`src/rtl/vc_pkg.sv`:
```
// -----------------------------------------------------------------------------
// vc_pkg
// Shared definitions for the victim-cache controller:
//   - default geometry (tag width, number of ways)
//   - statistics counter width
//   - controller state encoding
//   - saturating increment helper for the statistics counters
// -----------------------------------------------------------------------------
package vc_pkg;

   localparam int VC_TAG_WIDTH = 4;
   localparam int VC_NUM_WAYS  = 4;
   localparam int VC_STAT_W    = 16;

   typedef enum logic [2:0] {
      ST_IDLE   = 3'd0,
      ST_LOOKUP = 3'd1,
      ST_RESP   = 3'd2,
      ST_SELECT = 3'd3,
      ST_WB     = 3'd4,
      ST_WRITE  = 3'd5,
      ST_MARK   = 3'd6
   } vc_state_e;

   // Counter increment that sticks at all-ones instead of wrapping.
   function automatic logic [VC_STAT_W-1:0] vc_sat_inc(input logic [VC_STAT_W-1:0] v);
      if (v == {VC_STAT_W{1'b1}}) begin
         return v;
      end else begin
         return v + {{(VC_STAT_W-1){1'b0}}, 1'b1};
      end
   endfunction

endpackage

```
`src/rtl/vc_victim_sel.sv`:
```
// -----------------------------------------------------------------------------
// vc_victim_sel
// Combinational replacement-way chooser for an insert.
//   valid_vec_i / dirty_vec_i : per-way state from the tag store
//   hit_i / hit_way_i         : tag-store probe result for the inserted tag
//   rr_ptr_i                  : round-robin fallback pointer
//   way_o                     : chosen way
//   need_wb_o                 : chosen way holds a dirty line that must leave first
//   use_rr_o                  : the round-robin pointer was consumed
// Priority: hit way, then lowest-index invalid way, then round-robin.
// -----------------------------------------------------------------------------
module vc_victim_sel
   import vc_pkg::*;
#(
   parameter  int NUM_WAYS = VC_NUM_WAYS,
   localparam int WAY_W    = $clog2(NUM_WAYS)
) (
   input  logic [NUM_WAYS-1:0] valid_vec_i,
   input  logic [NUM_WAYS-1:0] dirty_vec_i,
   input  logic                hit_i,
   input  logic [WAY_W-1:0]    hit_way_i,
   input  logic [WAY_W-1:0]    rr_ptr_i,
   output logic [WAY_W-1:0]    way_o,
   output logic                need_wb_o,
   output logic                use_rr_o
);

   function automatic logic [WAY_W-1:0] first_invalid(input logic [NUM_WAYS-1:0] v);
      for (int i = 0; i < NUM_WAYS; i++) begin
         if (!v[i]) begin
            return WAY_W'(i);
         end
      end
      return '0;
   endfunction

   logic any_invalid_s;

   assign any_invalid_s = ~(&valid_vec_i);

   // Way choice and writeback decision.
   always_comb begin
      way_o     = '0;
      use_rr_o  = 1'b0;
      need_wb_o = 1'b0;
      if (hit_i) begin
         way_o = hit_way_i;
      end else if (any_invalid_s) begin
         way_o = first_invalid(valid_vec_i);
      end else begin
         way_o    = rr_ptr_i;
         use_rr_o = 1'b1;
      end
      // A hit overwrites its own line, so it never needs a writeback.
      need_wb_o = ~hit_i & valid_vec_i[way_o] & dirty_vec_i[way_o];
   end

endmodule

```
`src/rtl/victim_cache_ctrl.sv`:
```
// -----------------------------------------------------------------------------
// victim_cache_ctrl
// Sequencer for the victim-cache tag store. Serves L1 miss lookups (probe and
// migrate a hit line back to L1 by invalidating it) and L1 evictions (insert,
// with replacement-way choice and a dirty-victim writeback handshake).
//
// Ports:
//   clk_i, rst_i          clock, synchronous active-high reset
//   lk_*                  lookup request/accept and one-cycle response
//   ev_*                  insert request/accept and one-cycle completion
//   wb_*                  dirty-victim writeback valid/ready handshake
//   ts_*_o                tag-store controls, tag and way (one control per cycle)
//   ts_*_i                tag-store hit, hit way, valid and dirty vectors
//   stat_*_o              hit/miss/writeback counters (only with VC_STATS_EN)
//
// Build option: define VC_STATS_EN to add saturating 16-bit statistics
// counters and their output ports.
// -----------------------------------------------------------------------------
module victim_cache_ctrl
   import vc_pkg::*;
#(
   parameter  int TAG_WIDTH = VC_TAG_WIDTH,
   parameter  int NUM_WAYS  = VC_NUM_WAYS,
   localparam int WAY_W     = $clog2(NUM_WAYS)
) (
   input  logic                 clk_i,
   input  logic                 rst_i,
   input  logic                 lk_req_i,
   input  logic [TAG_WIDTH-1:0] lk_tag_i,
   output logic                 lk_ready_o,
   output logic                 resp_valid_o,
   output logic                 resp_hit_o,
   output logic [WAY_W-1:0]     resp_way_o,
   output logic                 resp_dirty_o,
   input  logic                 ev_req_i,
   input  logic [TAG_WIDTH-1:0] ev_tag_i,
   input  logic                 ev_dirty_i,
   output logic                 ev_ready_o,
   output logic                 ev_done_o,
   output logic [WAY_W-1:0]     ev_way_o,
   output logic                 wb_valid_o,
   output logic [WAY_W-1:0]     wb_way_o,
   input  logic                 wb_ready_i,
   output logic                 ts_write_en_o,
   output logic                 ts_read_en_o,
   output logic                 ts_lookup_en_o,
   output logic                 ts_valid_clear_o,
   output logic                 ts_dirty_set_o,
   output logic                 ts_dirty_clear_o,
   output logic [TAG_WIDTH-1:0] ts_tag_o,
   output logic [WAY_W-1:0]     ts_way_o,
   input  logic                 ts_hit_i,
   input  logic [WAY_W-1:0]     ts_hit_way_i,
   input  logic [NUM_WAYS-1:0]  ts_valid_vec_i,
   input  logic [NUM_WAYS-1:0]  ts_dirty_vec_i
`ifdef VC_STATS_EN
   ,
   output logic [VC_STAT_W-1:0] stat_hits_o,
   output logic [VC_STAT_W-1:0] stat_misses_o,
   output logic [VC_STAT_W-1:0] stat_wbs_o
`endif
);

   vc_state_e            state_q;
   logic                 idle_q;      // IDLE and out of reset: requests may be accepted
   logic [TAG_WIDTH-1:0] tag_q;
   logic                 ev_dirty_q;
   logic                 merged_q;    // line must end up dirty after the write
   logic [WAY_W-1:0]     way_q;
   logic [WAY_W-1:0]     rr_ptr_q;
   logic [WAY_W-1:0]     rr_ptr_d;

   logic                 resp_valid_q, resp_hit_q, resp_dirty_q;
   logic [WAY_W-1:0]     resp_way_q;
   logic                 ev_done_q;
   logic [WAY_W-1:0]     ev_way_q;
   logic                 wb_valid_q;
   logic [WAY_W-1:0]     wb_way_q;
   logic                 ts_write_en_q, ts_lookup_en_q, ts_valid_clear_q, ts_dirty_set_q;
   logic [TAG_WIDTH-1:0] ts_tag_q;
   logic [WAY_W-1:0]     ts_way_q;

   logic                 lk_accept_s, ev_accept_s;
   logic [WAY_W-1:0]     sel_way_s;
   logic                 sel_need_wb_s, sel_use_rr_s;
   logic                 merged_d;

   vc_victim_sel #(.NUM_WAYS(NUM_WAYS)) u_sel (
      .valid_vec_i (ts_valid_vec_i),
      .dirty_vec_i (ts_dirty_vec_i),
      .hit_i       (ts_hit_i),
      .hit_way_i   (ts_hit_way_i),
      .rr_ptr_i    (rr_ptr_q),
      .way_o       (sel_way_s),
      .need_wb_o   (sel_need_wb_s),
      .use_rr_o    (sel_use_rr_s)
   );

   // Lookup wins over insert when both request in the same cycle.
   assign lk_accept_s = idle_q & lk_req_i;
   assign ev_accept_s = idle_q & ~lk_req_i & ev_req_i;

   // Next round-robin pointer (wraps naturally, NUM_WAYS is a power of 2) and
   // merged dirty state for an insert that hits an existing line.
   always_comb begin
      rr_ptr_d = rr_ptr_q + {{(WAY_W-1){1'b0}}, 1'b1};
      merged_d = ev_dirty_q | (ts_hit_i & ts_dirty_vec_i[ts_hit_way_i]);
   end

   assign lk_ready_o       = idle_q;
   assign ev_ready_o       = idle_q & ~lk_req_i;
   assign resp_valid_o     = resp_valid_q;
   assign resp_hit_o       = resp_hit_q;
   assign resp_way_o       = resp_way_q;
   assign resp_dirty_o     = resp_dirty_q;
   assign ev_done_o        = ev_done_q;
   assign ev_way_o         = ev_way_q;
   assign wb_valid_o       = wb_valid_q;
   assign wb_way_o         = wb_way_q;
   assign ts_write_en_o    = ts_write_en_q;
   assign ts_read_en_o     = 1'b0;
   assign ts_lookup_en_o   = ts_lookup_en_q;
   assign ts_valid_clear_o = ts_valid_clear_q;
   assign ts_dirty_set_o   = ts_dirty_set_q;
   assign ts_dirty_clear_o = 1'b0;
   assign ts_tag_o         = ts_tag_q;
   assign ts_way_o         = ts_way_q;

   // Controller FSM; every output is registered and set on entry to the
   // state in which it must be visible.
   always_ff @(posedge clk_i) begin
      if (rst_i) begin
         state_q          <= ST_IDLE;
         idle_q           <= 1'b0;
         tag_q            <= '0;
         ev_dirty_q       <= 1'b0;
         merged_q         <= 1'b0;
         way_q            <= '0;
         rr_ptr_q         <= '0;
         resp_valid_q     <= 1'b0;
         resp_hit_q       <= 1'b0;
         resp_way_q       <= '0;
         resp_dirty_q     <= 1'b0;
         ev_done_q        <= 1'b0;
         ev_way_q         <= '0;
         wb_valid_q       <= 1'b0;
         wb_way_q         <= '0;
         ts_write_en_q    <= 1'b0;
         ts_lookup_en_q   <= 1'b0;
         ts_valid_clear_q <= 1'b0;
         ts_dirty_set_q   <= 1'b0;
         ts_tag_q         <= '0;
         ts_way_q         <= '0;
      end else begin
         resp_valid_q     <= 1'b0;
         resp_hit_q       <= 1'b0;
         resp_way_q       <= '0;
         resp_dirty_q     <= 1'b0;
         ev_done_q        <= 1'b0;
         ev_way_q         <= '0;
         ts_write_en_q    <= 1'b0;
         ts_lookup_en_q   <= 1'b0;
         ts_valid_clear_q <= 1'b0;
         ts_dirty_set_q   <= 1'b0;
         ts_tag_q         <= '0;
         ts_way_q         <= '0;
         case (state_q)
            ST_IDLE: begin
               if (lk_accept_s) begin
                  tag_q          <= lk_tag_i;
                  idle_q         <= 1'b0;
                  ts_lookup_en_q <= 1'b1;
                  ts_tag_q       <= lk_tag_i;
                  state_q        <= ST_LOOKUP;
               end else if (ev_accept_s) begin
                  tag_q          <= ev_tag_i;
                  ev_dirty_q     <= ev_dirty_i;
                  idle_q         <= 1'b0;
                  ts_lookup_en_q <= 1'b1;
                  ts_tag_q       <= ev_tag_i;
                  state_q        <= ST_SELECT;
               end else begin
                  idle_q <= 1'b1;
               end
            end
            ST_LOOKUP: begin
               // Exclusive cache: a hit line leaves the victim cache.
               resp_valid_q     <= 1'b1;
               resp_hit_q       <= ts_hit_i;
               resp_way_q       <= ts_hit_i ? ts_hit_way_i : '0;
               resp_dirty_q     <= ts_hit_i & ts_dirty_vec_i[ts_hit_way_i];
               ts_valid_clear_q <= ts_hit_i;
               ts_way_q         <= ts_hit_i ? ts_hit_way_i : '0;
               state_q          <= ST_RESP;
            end
            ST_RESP: begin
               idle_q  <= 1'b1;
               state_q <= ST_IDLE;
            end
            ST_SELECT: begin
               way_q    <= sel_way_s;
               merged_q <= merged_d;
               if (sel_use_rr_s) begin
                  rr_ptr_q <= rr_ptr_d;
               end
               if (sel_need_wb_s) begin
                  wb_valid_q <= 1'b1;
                  wb_way_q   <= sel_way_s;
                  state_q    <= ST_WB;
               end else begin
                  ts_write_en_q <= 1'b1;
                  ts_tag_q      <= tag_q;
                  ts_way_q      <= sel_way_s;
                  ev_done_q     <= ~merged_d;
                  ev_way_q      <= merged_d ? '0 : sel_way_s;
                  state_q       <= ST_WRITE;
               end
            end
            ST_WB: begin
               if (wb_ready_i) begin
                  wb_valid_q    <= 1'b0;
                  wb_way_q      <= '0;
                  ts_write_en_q <= 1'b1;
                  ts_tag_q      <= tag_q;
                  ts_way_q      <= way_q;
                  ev_done_q     <= ~merged_q;
                  ev_way_q      <= merged_q ? '0 : way_q;
                  state_q       <= ST_WRITE;
               end
            end
            ST_WRITE: begin
               if (merged_q) begin
                  ts_dirty_set_q <= 1'b1;
                  ts_way_q       <= way_q;
                  ev_done_q      <= 1'b1;
                  ev_way_q       <= way_q;
                  state_q        <= ST_MARK;
               end else begin
                  idle_q  <= 1'b1;
                  state_q <= ST_IDLE;
               end
            end
            ST_MARK: begin
               idle_q  <= 1'b1;
               state_q <= ST_IDLE;
            end
            default: begin
               idle_q  <= 1'b0;
               state_q <= ST_IDLE;
            end
         endcase
      end
   end

`ifdef VC_STATS_EN
   logic [VC_STAT_W-1:0] stat_hits_q, stat_misses_q, stat_wbs_q;

   // Hit/miss counted in the response cycle, writebacks on the transfer cycle.
   always_ff @(posedge clk_i) begin
      if (rst_i) begin
         stat_hits_q   <= '0;
         stat_misses_q <= '0;
         stat_wbs_q    <= '0;
      end else begin
         if (state_q == ST_RESP) begin
            if (resp_hit_q) begin
               stat_hits_q <= vc_sat_inc(stat_hits_q);
            end else begin
               stat_misses_q <= vc_sat_inc(stat_misses_q);
            end
         end
         if ((state_q == ST_WB) && wb_ready_i) begin
            stat_wbs_q <= vc_sat_inc(stat_wbs_q);
         end
      end
   end

   assign stat_hits_o   = stat_hits_q;
   assign stat_misses_o = stat_misses_q;
   assign stat_wbs_o    = stat_wbs_q;
`endif

endmodule

```
`config.mk`:
```
export PLATFORM = sky130hd
export DESIGN_NAME = victim_cache_ctrl
export DESIGN_NICKNAME = d
export VERILOG_FILES = /design/src/rtl/vc_pkg.sv /design/src/rtl/vc_victim_sel.sv /design/src/rtl/victim_cache_ctrl.sv
export SDC_FILE = /design/constraint.sdc
export NUM_CORES = 1
export LEC_CHECK = 0
export CAP_MARGIN = 30
export CORE_MARGIN = 3
export CORE_UTILIZATION = 41
export CTS_CLUSTER_SIZE = 16
export DETAILED_ROUTE_END_ITERATION = 8
export PLACE_DENSITY_LB_ADDON = 0.3
export SYNTH_ARGS = -nofsm -noshare
export SYNTH_HDL_FRONTEND = slang
export SYNTH_SLANG_ARGS = --single-unit
```
`constraint.sdc`:
```
create_clock -name clk_i -period 1.8 [get_ports clk_i]
set_input_delay 0.27 -clock clk_i [delete_from_list [all_inputs] [get_ports clk_i]]
set_output_delay 0.27 -clock clk_i [all_outputs]
set_load 0.01 [all_outputs]
```
==> impl_results.md <==
* Outcome: finished clean
* Post-DP HPWL at 3.14 mm
* Via Count at ~1500
* Post-synth EDFFs at 0
* Share of the synthesized area in the top cell type at 0.431
* Met3 wire len at approximately 260 microns
* CTS tree: done
* Post-route minimum period at 1750 ps
* Distinct cell type count after synthesis at 50
* CP startpoint kind: register
* WL met1 at 1.95 mm
* IO Pins at 50
* Clock skew at 6.36 ps
* Worst Hold Endpoint: tag_q[1]$_SDFFE_PP0P_
* Post-layout util at 0.662
* FFs w/ async S/R, synth at 0
* RD Place Congestion at 0.876
* RSZ-0062 raised after global routing: false
* Die Width at 68.0 microns
* Initial core utilization at 0.448
* Reg2Reg Setup Slack at 50 ps
* Overall Global Routing Usage at 0.194
* Clock Tree Root: clkbuf_8
* Congestion Overflow GR at 0
* Leak pwr at roughly 0.00094 uW
* Crit Path Category: reg -> reg
* Max VDD drop at around 400 uV
* Wire per inst at 13.8 microns
* Worst setup EP type: register
* Synth cell count leaders: dfxtp_1, nand2_1, a21oi_1
* DIE HEIGHT at just under 70 microns
* Placed cell count at about 290
* Final setup viols at 0
* Worst-Skew Late Latency at about 290 ps
* # fillers at between 300 and 400
* # diodes at 0
* Worst-path fanout max at 5
* CTS Buf Count at 5
* Sequential fraction of the synthesis area at 0.431
* Mapped Area at roughly 1600 sq um
* Area leader, netlist: dfxtp_1
* Vias per cell at roughly 5.2
* Hold path depth at 2
* Row Count at 21
* RR Endpoint: ev_way_o[0]$_SDFF_PP0_
* Mapped Cells at approximately 180
* Mapped Avg Cell Area at slightly below 9 sq um
* Synth Register Bits at 34
* Core area at 3520 sq um
* Routed length on met2 at about 1.9 mm
* Area delta synth->final at 47.7%
* Slew Viols, Final at 0
* Number of H-tree levels at 2
* Clock slew at reported path FFs at around 70 ps
* Routed Antenna Nets at 0
* Maxcap violations at 0
* Commonest register cell after synthesis: dfxtp_1
* Hold Path Origin: tag_q[1]$_SDFFE_PP0P_
* Clk buf depth at 2
* First-pass GRT wire length at 6.66 mm
* Top-count cell post-synth: dfxtp_1
* Residual DRC at 0
* DRT Wirelength at between 4 and 5 mm
* Multi-input logic area at ~820 sq um
* Largest net degree at the start of global routing at 13
* Vias in the first global route at approximately 1400
* DRT iter0 DRCs at between 90 and 100
* Register area at approximately 680 sq um
* Final Net Count at 275
* Pwr dens at approximately 900 nW/um^2
* Crit share post-route at 0.971
* First-pass DRT Iterations at 4
* IO buf count at 47
* Cts hold-fix bufs at 0
* Top Layer Used: met4
* Synth warnings at 0
* Crit path arrival time at ~1900 ps
* Antenna violations before repair at 0
* Post-route non-filler standard cell count at 297
* Synth area leaders: dfxtp_1, nand2_1, a21oi_1
* Critical Path RT at 1980 ps
* Share of cells above drive strength 1 at 0.187
* Clock sinks at 34
* Min-delay worst type: reg -> reg
* Fmax at 0.572 GHz
* Critical R2R Launch: rr_ptr_q[1]$_SDFFE_PP0P_
* Overall die area at roughly 4600 sq um
* Reg2Reg Depth at 6
* Endpoints failing hold at 0
==> layout by cell type, fill, tap and decap left out, types with 2 or more instances in the layout <==
| cell | n |
|---|---|
| nor2b_1 | 2 |
| inv_1 | 4 |
| a21oi_1 | 15 |
| dlygate4sd2_1 | 5 |
| o2bb2ai_1 | 2 |
| a21o_1 | 2 |
| nand3_1 | 3 |
| clkdlybuf4s50_1 | 41 |
| nor4_1 | 3 |
| mux2i_1 | 5 |
| dfxtp_1 | 33 |
| o21ai_0 | 6 |
| a22o_1 | 6 |
| conb_1 | 2 |
| nor3_1 | 6 |
| a32oi_1 | 2 |
| or2_1 | 3 |
| nand2_1 | 26 |
| nor2_1 | 12 |
| clkbuf_8 | 6 |
| nand2b_1 | 5 |
| buf_4 | 26 |
| o21ai_1 | 2 |
| or2_2 | 3 |
| a211oi_1 | 2 |
==> cell type report <==
type	count	share of cell area
clock buffer	7	0.0370
clock inverter	1	0.00215
inverter	4	0.00644
multi-input combinational	132	0.353
sequential	34	0.293
tap	46	0.0247
timing repair buffer	73	0.284
==> kinds of logic (layout without fill, tap and decap cells) <==
logic type | Yosys count | after routing | share of synthesized area
simple gates | 73 | 73 | 0.228
compound gates | 50 | 50 | 0.232
flops | 34 | 34 | 0.431
buf+inv | 17 | 85 | 0.0555
mux | 6 | 6 | 0.0460
other cells | 1 | 2 | 0.00238
xor+xnor | 1 | 1 | 0.00555
==> power by group <==
| group | switching [uW] | internal, uW | leakage (uW) |
|---|---|---|---|
| registers | 58.4 | 832 | 0.000276 |
| logic | 322 | 315 | 0.000612 |
| clock network | 266 | 308 | 0.0000482 |
==> state kept, by name (all words and copies together) (netlist names), 2 cells and up <==
| name | cells |
|---|---|
| way_q | 2 |
| rr_ptr_q | 2 |
| ts_tag_o | 4 |
| tag_q | 4 |
| ts_way_o | 2 |
| ev_way_o | 2 |
| wb_way_o | 2 |
| resp_way_o | 2 |
| state_q | 3 |
==> per-stage QoR <==
stage               setup TNS [ps]  total power (uW)  setup WS, ps  hold WS (ps)  instance area, sq um
global route                     0              2220        0.0588           493                  2330
detailed placement           -5370              1540          -374           463                  2230
global placement             -4590              1520          -324           460                  2230
finish                           0              2100          51.8           475                  2330
CTS                              0              2110         0.689           473                  2320
floorplan                        0              1250           101           417                  1580
==> how the worst max path moves through the flow <==
| stage | end | start | slack, ps | cells past startpoint |
|---|---|---|---|---|
| 5_1_grt | ev_way_o[0]$_SDFF_PP0_ | ts_hit_way_i[1] | 0.06 | 7 |
| 6_report | ev_way_o[0]$_SDFF_PP0_ | rr_ptr_q[1]$_SDFFE_PP0P_ | 50 | 6 |
| 2_1_floorplan | ev_way_o[0]$_SDFF_PP0_ | ts_hit_i | 100 | 7 |
| 3_5_place_dp | ev_way_o[0]$_SDFF_PP0_ | ts_hit_i | -370 | 7 |
| 3_3_place_gp | ev_way_o[0]$_SDFF_PP0_ | ts_hit_i | -320 | 7 |
| 4_1_cts | ev_way_o[0]$_SDFF_PP0_ | ts_dirty_vec_i[2] | 0.7 | 7 |
==> critical path, cell delays in order (launching register included) <==
cell and delay (ps):
dfxtp_2 330, and3b_1 240, o21ai_0 150, a311oi_2 360, a211oi_2 130, buf_4 170
a32o_2 250
==> repair_timing <==
item / in CTS / in global routing
setup buffers: 0 / 0
resized for setup: 7 / 3
pin swaps: 4 / 2
hold endpoints to repair: 0 / 0
setup endpoints to repair: 14 / 13
==> per-layer routing <==
metal | up-vias | global-route usage
met4 | 0 | 0.0447
met5 | - | 0
met3 | 2 | 0.0690
met2 | 50 | 0.294
met1 | 709 | 0.264
li1 | 782 | -
Power figures use the tool's default switching activity.
